==> config.mk <==
export PLATFORM = sky130hd
export DESIGN_NAME = lshift_load_sched
export DESIGN_NICKNAME = d
export VERILOG_FILES = /design/src/rtl/lshift_load_sched.sv
export SDC_FILE = /design/constraint.sdc
export NUM_CORES = 1
export LEC_CHECK = 0
export ABC_AREA = 1
export CAP_MARGIN = 20
export CORE_MARGIN = 2
export CORE_UTILIZATION = 30
export CTS_BUF_LIST = sky130_fd_sc_hd__clkbuf_2 sky130_fd_sc_hd__clkbuf_4 sky130_fd_sc_hd__clkbuf_8
export DETAILED_ROUTE_END_ITERATION = 8
export GPL_ROUTABILITY_DRIVEN = 0
export HOLD_SLACK_MARGIN = 0.06
export SKIP_LAST_GASP = 1
export SYNTH_ARGS = -nofsm -noshare
export SYNTH_HDL_FRONTEND = slang
export SYNTH_SLANG_ARGS = --single-unit
==> constraint.sdc <==
create_clock -name clk -period 3.45 [get_ports clk]
set_clock_uncertainty 0.05 [all_clocks]
set_input_delay 0.5175 -clock clk [delete_from_list [all_inputs] [get_ports clk]]
set_output_delay 0.5175 -clock clk [all_outputs]
set_load 0.1 [all_outputs]
==> src/rtl/lshift_load_sched.sv <==
// Load scheduler for the rotating shift register: buffers bytes in a small FIFO
// and issues one load strobe per byte, then waits HOLD cycles for the rotation.
module lshift_load_sched #(
   parameter int WIDTH = 8,
   parameter int DEPTH = 4,
   parameter int HOLD  = 8
) (
   input  logic                         clk,
   input  logic                         rstn,
   input  logic                         in_valid,
   input  logic [WIDTH-1:0]             in_data,
   output logic                         in_ready,
   input  logic                         flush,
   output logic [WIDTH-1:0]             load_val,
   output logic                         load_en,
   output logic                         busy,
   output logic                         done,
   output logic [$clog2(DEPTH+1)-1:0]   count,
   output logic                         state_dbg
);

   localparam int AW = $clog2(DEPTH);
   localparam int CW = $clog2(DEPTH+1);
   localparam logic [AW-1:0] PTR_ONE  = AW'(1);
   localparam logic [CW-1:0] CNT_ONE  = CW'(1);
   localparam logic [CW-1:0] CNT_FULL = CW'(DEPTH);
   localparam logic [7:0]    HOLD_V   = 8'(HOLD);

   typedef enum logic {
      ST_IDLE = 1'b0,
      ST_HOLD = 1'b1
   } state_t;

   state_t           state_q, state_d;
   logic [7:0]       hcnt_q, hcnt_d;
   logic [WIDTH-1:0] load_val_d;
   logic             load_en_d, busy_d, done_d;

   logic [WIDTH-1:0] mem [DEPTH];
   logic [AW-1:0]    wr_ptr, rd_ptr;
   logic             push, pop;

   // Stream handshake: a byte transfers on a rising edge where in_valid and
   // in_ready are both high. in_ready never looks at in_valid or at a pop
   // scheduled for the same edge, so a full FIFO refuses even while draining.
   assign in_ready  = rstn && (count != CNT_FULL) && !flush;
   assign push      = in_valid && in_ready;
   assign state_dbg = state_q;

   always_ff @(posedge clk) begin
      if (push)
         mem[wr_ptr] <= in_data;
   end

   // DEPTH is a power of two, so pointers wrap by natural overflow.
   always_ff @(posedge clk) begin
      if (!rstn || flush) begin
         wr_ptr <= '0;
         rd_ptr <= '0;
         count  <= '0;
      end else begin
         if (push)
            wr_ptr <= wr_ptr + PTR_ONE;
         if (pop)
            rd_ptr <= rd_ptr + PTR_ONE;
         if (push && !pop)
            count <= count + CNT_ONE;
         else if (pop && !push)
            count <= count - CNT_ONE;
      end
   end

   always_comb begin
      state_d    = state_q;
      hcnt_d     = hcnt_q;
      load_val_d = load_val;
      load_en_d  = 1'b0;
      busy_d     = 1'b0;
      done_d     = 1'b0;
      pop        = 1'b0;
      case (state_q)
         ST_IDLE: begin
            if (count != '0) begin
               pop        = 1'b1;
               load_val_d = mem[rd_ptr];
               load_en_d  = 1'b1;
               busy_d     = 1'b1;
               hcnt_d     = HOLD_V;
               done_d     = (HOLD == 0);
               state_d    = (HOLD > 0) ? ST_HOLD : ST_IDLE;
            end
         end
         ST_HOLD: begin
            busy_d = 1'b1;
            if (hcnt_q > 8'd1) begin
               hcnt_d = hcnt_q - 8'd1;
            end else begin
               done_d  = 1'b1;
               state_d = ST_IDLE;
            end
         end
         default: state_d = ST_IDLE;
      endcase
   end

   // Flush aborts a hold without a done pulse but keeps the last loaded byte.
   always_ff @(posedge clk) begin
      if (!rstn) begin
         state_q  <= ST_IDLE;
         hcnt_q   <= '0;
         load_val <= '0;
         load_en  <= 1'b0;
         busy     <= 1'b0;
         done     <= 1'b0;
      end else if (flush) begin
         state_q  <= ST_IDLE;
         hcnt_q   <= '0;
         load_en  <= 1'b0;
         busy     <= 1'b0;
         done     <= 1'b0;
      end else begin
         state_q  <= state_d;
         hcnt_q   <= hcnt_d;
         load_val <= load_val_d;
         load_en  <= load_en_d;
         busy     <= busy_d;
         done     <= done_d;
      end
   end

endmodule

[Word-level counts from Yosys, hierarchy flattened]
Memory sizes are Yosys's and may differ from the RTL's. A register that Yosys moved wholly into a read port is not among the register bits.
Index checks and enable logic that the tools add are counted.
Storage, ports and cells
  memories kept: 1
  output and inout port bits: 16
  memory bits (writable): 32
  bits in registers: 19
  latch bits: 0
  input bits: 12
  bits in read-only memories: 0
  word-level logic and storage cells: 51
Memory list
  mem: depth 4, bits a word 8, rd ports 1, clocked after memory_dff 1, wr ports 1, RTL line 39  | logic [WIDTH-1:0] mem [DEPTH];
Operators by class
  multiply operators: 0
  add/sub/neg operators: 5
  divide/modulo/power cells: 0
  order comparisons: 1
  equality and inequality tests: 3
  shift operators: 0
  multiplexer cells: 14
  reductions and logical operators: 16
  bitwise logic cells: 3
Operators with widths (count)
  $mux W8: 2
  $pmux W8 S2: 1
  $gt A8 B1 Y1 const B: 1
  $sub A8 B1 Y8 const B: 1
  $mux W1: 6
  $mux W3: 2
  $pmux W1 S2: 3
  $logic_and A1 B1 Y1: 5
  $logic_not A1 Y1: 5
  $add A2 B1 Y2 const B: 2
  $add A3 B1 Y3 const B: 1
  $ne A3 B3 Y1 const B: 1
  $not A1 Y1: 3
  $reduce_and A3 Y1: 1
  $reduce_bool A3 Y1: 1
  $sub A3 B1 Y3 const B: 1
  $ne A2 B1 Y1 const B: 1
  $ne A2 B2 Y1 const B: 1
  $reduce_and A2 Y1: 1
  $reduce_bool A2 Y1: 1
  $reduce_or A2 Y1: 1
  $logic_or A1 B1 Y1: 1

[Longest topological paths before layout]
  word-level depth: 8
  mapped depth: 13
  mapped depth without buffers: 13

[Worst setup path before layout]
OpenSTA, ideal clock, no wires.
  path kind: flip-flop to flip-flop
  start: register count[0]
  end: register count[2]
  period minus slack after synthesis: 3408 ps
  required time: 3330 ps
  setup slack: 42 ps
  library setup time: 70 ps
  path buffers: 0
  arrival time: 3288 ps
  cell stages (with the launch flop): 13
  cells stage by stage: dfxtp_1 -> nor3_1 -> nor2_2 -> nand2_2 -> inv_1 -> ha_1 -> inv_1 -> fa_1 -> nor2_1 -> nor2_1 -> nand2_1 -> o21ai_0 -> a21oi_1
On the way
  longest elaborated chain between the ends: 7
  elaborated cells on any way between the ends: 16
  classes of those cells: add/sub (2); eq/ne (1); mux (4); reduce/logical (9)
Ends and longest elaborated chain
  start: declaration: RTL line 18  | output logic [$clog2(DEPTH+1)-1:0] count,
  start signal: assignment: RTL line 67  | count <= count + CNT_ONE;
  start signal: assignment: RTL line 69  | count <= count - CNT_ONE;
  $ne A3 B3 Y1 *: RTL line 46  | assign in_ready = rstn && (count != CNT_FULL) && !flush;
  $logic_and A1 B1 Y1 * (2 in a row): RTL line 46
  net in_ready: RTL line 12  | output logic in_ready,
  $logic_and A1 B1 Y1 *: RTL line 47  | assign push = in_valid && in_ready;
  net push: RTL line 41  | logic push, pop;
  $logic_not A1 Y1: RTL line 68  | else if (pop && !push)
  $logic_and A1 B1 Y1: RTL line 68
  $reduce_bool A2 Y1 (no source line)
The timed path passes the listed nets; every way through them passes the cells marked *. The select of a mux whose other input is x is not followed.
A chain may end at the register's enable or synchronous reset.

[Worst setup path after layout]
  start: input port rstn
  end: register count[2]
On the way
  longest elaborated chain between the ends: 6
  elaborated cells on any way between the ends: 10
  classes of those cells: mux (1); reduce/logical (9)
Ends and longest elaborated chain
  start: declaration: RTL line 9  | input logic rstn,
  $logic_and A1 B1 Y1 * (2 in a row): RTL line 46
  $logic_and A1 B1 Y1 *: RTL line 47
  net push: RTL line 41
  $logic_not A1 Y1: RTL line 68
  $logic_and A1 B1 Y1: RTL line 68
  $reduce_bool A2 Y1 (no source line)
The timed path passes the listed nets; every way through them passes the cells marked *.

==> impl_metrics.ini <==
[outcome]
status = completed

[drt]
drt_iter0_markers = 206
wl_um = 4763
vias = 1746
ant_nets = 0
drtPass1Iterations = 4
wire_per_inst_um = 12.06
drc = 0
via_per_inst = 4.420

[clock_network]
cts_sinks = 59
cts_tree = done
cts_buffer_depth = 2
clk_pin_slew_ns = 0.07
ctsResizeCount = 0
cts_root_buf = clkbuf_8
cts_made_buffers = 9
post_cts_buffers = 0
htree_levels = 3
clkLatencyLatePin_ns = 0.34
cts_hold_repair.buffers = 0

[global_route]
grt_pass1_wl_um = 7990
antenna_found_initial = 0
grt_pass1_vias = 1685
grt_usage_pct = 11.96
grt-ovfl-total = 0
grt_max_degree = 21

[yosys]
synth_area_sq_um = 2494
ys_top_cells_by_area = edfxtp_1 39%, dfxtp_1 22%, nor2_1 8.0%
synth_compound_area_share_pct = 11.04
ys_seq_area_share_pct = 60.21
synth-simple-area-share_pct = 18.31
synth_top_area_share_pct = 38.53
syn_area_per_cell_sq_um = 9.975
synth_top_family_by_area = simple AND/OR/NAND/NOR gates
syn-instance-count = 250
yosysWarnings = 0
synth_edf_count = 32
synth_mux_area_share_pct = 0
synth-xor-area-share_pct = 0.7025
synth_fa_ha_area_share_pct = 4.315
netlist-cell-type-count = 33
synth_top_flop_cell = edfxtp_1
yosysTopAreaCell = edfxtp_1
async_flop_share_pct = 0
ys_ff_latch = 59
synth_nets = 270

[sta]
maxSlewViolCount = 0
rsz0062_at_grt = false
slew_headroom_pct = 34.87
final.min_clock_period_ns = 2.519
setup_ws_ns = 0.9306
fmax_mhz = 396.9
finalSetupViolCount = 0
tightest_slew_ns = 0.9740
hold_viol = 0
holdWs_ns = 0.4450
setup_tns_ns = 0
period_share_pct = 73.03

[setup_path]
crit_type = in2reg
critPathLaunchType = input pin
cp.required_ns = 3.68
cp_data_arrival_time_ns = 2.74
worstPathMaxFanout = 10
end_kind = flop

[place]
portBuffers = 27
pre_cts_ws_ns = 0.5436
dp_hpwl_um = 3272
placed_area_sq_um = 2879

[finish]
syn_to_final_growth_pct = 23.73
nFillCells = 812
seqCellArea_sq_um = 1501
layout-drive-gt1-share_pct = 13.10
n_antenna_cell = 0
nNetsFinal = 305
final_area_sq_um = 3085
multiInputGateArea_sq_um = 857.1
final_util_pct = 37.93

[floorplanning]
core_sq_um = 8134
fp.dieW_um = 95.17
io_pins = 28
start_util_pct = 30.66
rows = 33
die_area_sq_um = 9057
die_h_um = 95.17

[min_path]
hold_class = reg2reg

[power_and_ir_drop]
ir_drop_mv = 0.1869
p_sw_w = 0.0007231
internal-power_w = 0.001266
pwr-share-clk_pct = 33.0
seqPwrFrac_pct = 41.1
p_leak_nw = 1.146
combPwrFrac_pct = 25.9
powerDensity_nw_per_um2 = 644.8
switching_share_pct = 36.34

[flow_run]
max-cap-violations = 0
## layer usage
metal | global-route usage [%] | up-vias | wire (um)
li1 | - | 911 | -
met1 | 14.01 | 788 | 2103
met2 | 19.37 | 42 | 2342
met3 | 4.348 | 5 | 239
met4 | 5.797 | 0 | 78
met5 | 0 | - | 0
## sequential cells by signal, summed over array words and instances, names as in the netlist
register and flops:
mem 32, hcnt_q 8, load_val 8, count 3, rd_ptr 2, wr_ptr 2, busy 1, done 1
load_en 1, state_dbg 1
## worst paths after layout
check | from | to | slack, ns | cells after the start
min reg2reg | hcnt_q[5] | hcnt_q[5] | 0.45 | 2
max reg2reg | count[2] | count[1] | 1.43 | 10
max | rstn | count[2] | 0.93 | 13
min | hcnt_q[5] | hcnt_q[5] | 0.45 | 2
## cells in the mapped netlist (3+ instances only)
cell,instances
a21oi_1,12
a31oi_1,8
dfxtp_1,27
edfxtp_1,32
ha_1,7
inv_1,21
inv_2,3
nand2_1,20
nand2_2,3
nand2_4,3
nand4_1,3
nor2_1,53
o21ai_0,31
## power by group through the flow
stage / sequential, W / combinational, W / clock, W
2_1_floorplan: 0.00102 / 0.000221 / 0
3_3_place_gp: 0.000836 / 0.000513 / 0
3_5_place_dp: 0.000835 / 0.000518 / 0
4_1_cts: 0.000820 / 0.000520 / 0.000671
5_1_grt: 0.000825 / 0.000559 / 0.000707
6_report: 0.000818 / 0.000516 / 0.000656
## critical path, stage by stage
cell	delay [ns]
clkdlybuf4s50_1	0.70
nand2_4	0.15
nor2_2	0.16
nand2_2	0.12
inv_1	0.07
ha_1	0.14
inv_1	0.07
fa_1	0.38
nor2_1	0.12
nor2_1	0.05
nand2_1	0.07
o21ai_0	0.08
a21oi_1	0.12
## metrics by stage
stage	power, W	cells
final	0.001990	395
after global routing	0.002091	395
after CTS	0.002011	395
after floorplan	0.001236	250
after global placement	0.001349	379
after detailed placement	0.001353	379
## placed cells by master (no fill, tap or decap), types with 6 or more instances in the layout
cell,n
a31oi_1,8
inv_1,21
o21ai_0,31
clkbuf_8,9
clkdlybuf4s50_1,25
ha_1,7
buf_4,6
dfxtp_1,27
edfxtp_1,32
nor2_1,53
nand2_1,20
a21oi_1,12
## logic make-up (layout without fill, tap and decap cells)
family / Yosys count / count (layout)
AND/OR/NAND/NOR: 96 / 96
flip-flops: 59 / 59
AO/OA/AOI/OAI: 53 / 53
buffers and inverters: 32 / 72
adder cells (fa/ha/maj): 8 / 8
XOR/XNOR: 2 / 2
## area by class of cell
| cell class | instances | share of cell area [%] |
|---|---|---|
| sequential | 59 | 48.66 |
| timing repair buffer | 31 | 9.570 |
| multi-input combinational | 159 | 27.78 |
| clock buffer | 9 | 4.015 |
| inverter | 25 | 3.041 |
| tap | 105 | 4.258 |
| clock inverter | 7 | 2.676 |
Note: power is estimated with default switching activity, not from simulation.
